File: src/rtl/power_pkg.sv
// rtl/power_pkg.sv - shared state encoding and defaults for the switched-domain sequencer
package power_pkg;

    typedef enum logic [2:0] {
        ST_RUN     = 3'd0,
        ST_CLK_OFF = 3'd1,
        ST_ISO_ON  = 3'd2,
        ST_SW_OFF  = 3'd3,
        ST_OFF     = 3'd4,
        ST_SW_ON   = 3'd5,
        ST_SETTLE  = 3'd6,
        ST_ISO_OFF = 3'd7
    } pwr_state_t;

    localparam int DEF_NSW        = 4;
    localparam int DEF_STAGE_CYC  = 4;
    localparam int DEF_ISO_CYC    = 2;
    localparam int DEF_SETTLE_CYC = 8;

    function automatic int max3(input int a, input int b, input int c);
        int m;
        m = (a > b) ? a : b;
        return (m > c) ? m : c;
    endfunction

endpackage

File: src/rtl/pwr_timer.sv
// rtl/pwr_timer.sv - loadable down-counter shared by every timed sequencer state
module pwr_timer #(
    parameter int W = 4
) (
    input  logic         clk,
    input  logic         reset,
    input  logic         i_load,
    input  logic [W-1:0] i_load_val,
    output logic         o_done
);

    logic [W-1:0] r_count;

    // Saturates at zero so a stale done never wraps into a long count.
    always_ff @(posedge clk) begin
        if (reset) begin
            r_count <= '0;
        end else if (i_load) begin
            r_count <= i_load_val;
        end else if (r_count != '0) begin
            r_count <= r_count - 1'b1;
        end
    end

    assign o_done = (r_count == '0);

endmodule

File: src/rtl/power_switch_sequencer.sv
// rtl/power_switch_sequencer.sv - sleep-request responder: clock gate, isolate, stage power switches
module power_switch_sequencer
    import power_pkg::*;
#(
    parameter int NSW        = DEF_NSW,
    parameter int STAGE_CYC  = DEF_STAGE_CYC,
    parameter int ISO_CYC    = DEF_ISO_CYC,
    parameter int SETTLE_CYC = DEF_SETTLE_CYC
) (
    input  logic           clk,
    input  logic           reset,
    input  logic           sw_ctrl_net,
    output logic           sw_enable,
    output logic           iso_enable,
    output logic           clk_en,
    output logic [NSW-1:0] sw_on,
    output logic [2:0]     pd_state
);

    localparam int TW = $clog2(max3(STAGE_CYC, ISO_CYC, SETTLE_CYC)) + 1;
    localparam int GW = (NSW > 1) ? $clog2(NSW) : 1;

    // Timer loads N-1 so that a state dwells exactly N cycles.
    localparam logic [TW-1:0] STAGE_LD  = TW'(STAGE_CYC - 1);
    localparam logic [TW-1:0] ISO_LD    = TW'(ISO_CYC - 1);
    localparam logic [TW-1:0] SETTLE_LD = TW'(SETTLE_CYC - 1);
    localparam logic [GW-1:0] LAST_GRP  = GW'(NSW - 1);

    pwr_state_t     r_state, w_state_nxt;
    logic [GW-1:0]  r_grp, w_grp_nxt;
    logic           w_load;
    logic [TW-1:0]  w_load_val;
    logic           w_done;

    logic           r_sw_enable, r_iso_enable, r_clk_en;
    logic [NSW-1:0] r_sw_on;
    logic           w_sw_enable_nxt, w_iso_enable_nxt, w_clk_en_nxt;
    logic [NSW-1:0] w_sw_on_nxt;

    pwr_timer #(.W(TW)) u_timer (
        .clk        (clk),
        .reset      (reset),
        .i_load     (w_load),
        .i_load_val (w_load_val),
        .o_done     (w_done)
    );

    always_comb begin
        w_state_nxt = r_state;
        w_grp_nxt   = r_grp;
        w_load      = 1'b0;
        w_load_val  = '0;
        unique case (r_state)
            ST_RUN: begin
                if (sw_ctrl_net) w_state_nxt = ST_CLK_OFF;
            end
            ST_CLK_OFF: begin
                w_state_nxt = ST_ISO_ON;
                w_load      = 1'b1;
                w_load_val  = ISO_LD;
            end
            ST_ISO_ON: begin
                if (w_done) begin
                    w_state_nxt = ST_SW_OFF;
                    w_grp_nxt   = '0;
                    w_load      = 1'b1;
                    w_load_val  = STAGE_LD;
                end
            end
            ST_SW_OFF: begin
                if (w_done) begin
                    if (r_grp == LAST_GRP) begin
                        w_state_nxt = ST_OFF;
                    end else begin
                        w_grp_nxt  = r_grp + 1'b1;
                        w_load     = 1'b1;
                        w_load_val = STAGE_LD;
                    end
                end
            end
            ST_OFF: begin
                if (!sw_ctrl_net) begin
                    w_state_nxt = ST_SW_ON;
                    w_grp_nxt   = '0;
                    w_load      = 1'b1;
                    w_load_val  = STAGE_LD;
                end
            end
            ST_SW_ON: begin
                if (w_done) begin
                    w_load = 1'b1;
                    if (r_grp == LAST_GRP) begin
                        w_state_nxt = ST_SETTLE;
                        w_load_val  = SETTLE_LD;
                    end else begin
                        w_grp_nxt  = r_grp + 1'b1;
                        w_load_val = STAGE_LD;
                    end
                end
            end
            ST_SETTLE: begin
                if (w_done) begin
                    w_state_nxt = ST_ISO_OFF;
                    w_load      = 1'b1;
                    w_load_val  = ISO_LD;
                end
            end
            ST_ISO_OFF: begin
                if (w_done) begin
                    w_state_nxt = ST_RUN;
                    w_grp_nxt   = '0;
                end
            end
            default: begin
                w_state_nxt = ST_RUN;
                w_grp_nxt   = '0;
            end
        endcase
    end

    // Output values are decoded from the upcoming state so they register on the transition edge.
    always_comb begin
        w_clk_en_nxt     = (w_state_nxt == ST_RUN);
        w_iso_enable_nxt = (w_state_nxt == ST_ISO_ON) || (w_state_nxt == ST_SW_OFF) ||
                           (w_state_nxt == ST_OFF)    || (w_state_nxt == ST_SW_ON)  ||
                           (w_state_nxt == ST_SETTLE);
        w_sw_enable_nxt  = (w_state_nxt == ST_OFF)    || (w_state_nxt == ST_SW_ON)  ||
                           (w_state_nxt == ST_SETTLE) || (w_state_nxt == ST_ISO_OFF);
        w_sw_on_nxt      = '1;
        for (int j = 0; j < NSW; j++) begin
            if (w_state_nxt == ST_SW_OFF)
                w_sw_on_nxt[j] = (j < (NSW - 1 - int'(w_grp_nxt)));
            else if (w_state_nxt == ST_OFF)
                w_sw_on_nxt[j] = 1'b0;
            else if (w_state_nxt == ST_SW_ON)
                w_sw_on_nxt[j] = (j <= int'(w_grp_nxt));
        end
    end

    always_ff @(posedge clk) begin
        if (reset) begin
            r_state      <= ST_RUN;
            r_grp        <= '0;
            r_sw_on      <= '1;
            r_iso_enable <= 1'b0;
            r_clk_en     <= 1'b1;
            r_sw_enable  <= 1'b0;
        end else begin
            r_state      <= w_state_nxt;
            r_grp        <= w_grp_nxt;
            r_sw_on      <= w_sw_on_nxt;
            r_iso_enable <= w_iso_enable_nxt;
            r_clk_en     <= w_clk_en_nxt;
            r_sw_enable  <= w_sw_enable_nxt;
        end
    end

    assign sw_on      = r_sw_on;
    assign iso_enable = r_iso_enable;
    assign clk_en     = r_clk_en;
    assign sw_enable  = r_sw_enable;
    assign pd_state   = r_state;

endmodule

File: config.mk
export PLATFORM = sky130hd
export DESIGN_NAME = power_switch_sequencer
export DESIGN_NICKNAME = d
export VERILOG_FILES = /design/src/rtl/power_pkg.sv /design/src/rtl/pwr_timer.sv /design/src/rtl/power_switch_sequencer.sv
export SDC_FILE = /design/constraint.sdc
export NUM_CORES = 1
export LEC_CHECK = 0
export ABC_AREA = 1
export BUFFER_PORTS_ARGS = -buffer_cell sky130_fd_sc_hd__buf_2
export CAP_MARGIN = 20
export CORE_ASPECT_RATIO = 0.8
export CORE_MARGIN = 2
export CORE_UTILIZATION = 56
export DETAILED_ROUTE_END_ITERATION = 8
export PLACE_DENSITY_LB_ADDON = 0.08
export SLEW_MARGIN = 0
export SYNTH_ARGS = -nofsm -noshare
export SYNTH_HDL_FRONTEND = slang
export SYNTH_SLANG_ARGS = --single-unit
export TNS_END_PERCENT = 1
File: constraint.sdc
create_clock -name clk -period 1.8 [get_ports clk]
set_input_delay 0.27 -clock clk [delete_from_list [all_inputs] [get_ports clk]]
set_output_delay 0.27 -clock clk [all_outputs]
set_load 0.005 [all_outputs]
==> impl_metrics.yaml <==
placement:
  place_congestion: 0.913
  placed_area_sq_um: 1090
  dp_slack_ns: 0.0516
  place_hpwl_mm: 1.84
  io_buffers: 12
finish:
  diodes: 0
  nNetsFinal: 180
  multi_input_area_sq_um: 616
  final_cell_mix: "nand2_1, nand3_1, nor2_1"
  final_util_pct: 66.2
  final_common_cell: "nand2_1"
  layout-drive-gt1-share_pct: 25.1
  syn_to_final_growth_pct: 7.83
  fillers: 180
  seq_area_sq_um: 300
  final_area_sq_um: 1120
sta:
  final.setup.tns_ns: 0
  final-hold-violation-count: 0
  maxSlewHeadroom_pct: 73.7
  fin_skew_ns: 0.00339
  fin_ws_ns: 0.186
  drv_slew: 0
  setup_violations: 0
  max_freq_mhz: 620
  rsz0062_at_grt: "false"
  finalCritPeriodShare_pct: 89.7
  period_minus_slack_ns: 1.61
  tightest_slew_ns: 0.394
worst_setup_path:
  required_ns: 1.98
  crit_chain: "inv_1 > nand3_1 > nand2_1 > nor2_1 > nand2_1 > nor2_1 > nand2_2 > nand3_1 > nand2_1"
  crit_fanout: 12
  slowest_delay_ns: 0.57
  crit_type: "reg2reg"
  r2r_cells: 9
  path_buf_inv: 1
  critical_path_arrival_ns: 1.80
  cp-end-kind: "register"
  cp_top_family: "simple AND/OR/NAND/NOR gates"
  crit_top_cell: "nand2_1"
  slowest_stage: "dfxtp_1"
  worstSetupPathDepth: 9
  cp-start-kind: "register"
floorplan:
  core_area_sq_um: 1690
  die_height_um: 42.5
  fp.dieW_um: 52.1
  die_area_sq_um: 2220
  rows: 13
  start_util_pct: 61.4
  io_pins: 13
yosys:
  synth_fp_nets: 169
  synth.area.top_cells: "dfxtp_1, nand2_1, nand3_1, nor2_1, inv_1"
  synth_cell_types: 26
  syn_area_per_cell_sq_um: 6.29
  synth_seq_area_share_pct: 28.9
  syn_area_sq_um: 1040
  synth.top_cell.area_share_pct: 28.9
  ys_seq_elements: 15
  synth_cells: 165
  yosysWarnings: 0
  synth_top_area_cell: "dfxtp_1"
drt:
  drt_first_pass_iters: 5
  ant_nets: 0
  wl_per_cell_um: 11.9
  drc: 0
  vias_per_cell: 5.32
  wirelength_mm: 2.34
  drt-initial-drc-count: 38
  via_count: 1049
global_route:
  grt_pass1_wl_mm: 3.86
  grtUsageTotal_pct: 23.8
  grt_pass1_vias: 895
  grt.overflow.total: 0
  grt_max_degree: 13
  antenna_found_initial: 0
run:
  drv_cap: 0
pwr:
  peakVddDrop_uv: 759
  p_sw_share_pct: 46.2
  cellPowerDensity_nw_per_um2: 1280
  power_frac_comb_pct: 52.8
  clockPowerShare_pct: 13.3
  p_seq_share_pct: 34.0
  leakagePower_uw: 0.000560
  p_int_uw: 772
  p_sw_uw: 663
clock_tree:
  cts_buffer_depth: 2
  clk_latency_ns: 0.28
  cts_resized: 0
  cts_tree: "built"
  numCtsBuffers: 3
  cts_max_level: 1
  clockRootBuffer: "clkbuf_4"
  post_cts_buffers: 0
  clock-sinks: 15
  cts_hold_buffers: 0
  clkTransAtPathRegs_ns: 0.08
worst_hold_path:
  holdPathStages: 2
  min_path_type: "in2reg"
status:
  outcome: "completed"
final cells by class:
cell class,instances,share of cell area [%]
Multi-Input combinational cell,121,55.0
Sequential cell,15,26.8
Inverter,22,7.37
Timing Repair Buffer,13,6.03
Tap cell,22,2.46
Clock buffer,4,2.35
registers in the layout, summed over array words and instances, names as in the netlist:
signal and flops:
r_grp 2, iso_enable 1, pd_state 3, sw_on 4, clk_en 1, u_timer.r_count 4
cells in the mapped netlist:
cell type	instances
buf_2	2
nand2_2	5
inv_1	13
nor2_1	16
nand3_1	20
nor2_4	1
o21a_1	1
a21oi_1	4
a21oi_2	1
o21ai_1	8
buf_4	3
nor2_2	7
dfxtp_1	15
xor2_1	2
xnor2_1	1
inv_2	9
nand2_1	43
nor3_1	1
o211ai_1	1
nand4_1	5
ha_1	1
nor4_2	1
clkbuf_1	1
nand3_2	2
o21ai_2	1
buf_6	1
kinds of logic (layout without fill, tap and decap cells):
family                   Yosys count  after routing  synth area share [%]
AO/OA/AOI/OAI                     16             16                  8.92
XOR/XNOR                           3              3                  2.53
adder cells (fa/ha/maj)            1              1                  1.20
buffers and inverters             29             39                  12.5
flip-flops                        15             15                  28.9
AND/OR/NAND/NOR                  101            101                  45.9
routing by layer:
| metal | vias up | GRT usage (%) | part of all wire (%) |
|---|---|---|---|
| met1 | 466 | 33.0 | 50 |
| met2 | 30 | 36.2 | 44 |
| li1 | 548 | - | - |
| met5 | - | 0 | 0 |
| met3 | 5 | 3.21 | 4.0 |
| met4 | 0 | 11.3 | 2.1 |
power groups by stage:
stage	clock (uW)	combinational, uW	sequential [uW]
after detailed placement	0	726	493
after CTS	196	731	487
after global placement	0	716	489
final	190	757	487
after floorplan	0	634	464
after global routing	211	852	499
final timing paths:
kind / startpoint / end / slack, ns
setup / recovery: pd_state[0] / sw_on[1] / 0.19
hold / removal: reset / pd_state[0] / 0.28
setup reg to reg: pd_state[0] / sw_on[1] / 0.19
hold reg to reg: u_timer.r_count[1] / u_timer.r_count[1] / 0.51
metrics by stage:
stage	hold slack, ns	power [uW]	cells
after floorplan	0.475	1100	165
after global placement	0.510	1210	193
after detailed placement	0.506	1220	193
after CTS	0.269	1410	197
after global routing	0.277	1560	197
final	0.278	1430	197
Power figures use the tool's default switching activity.
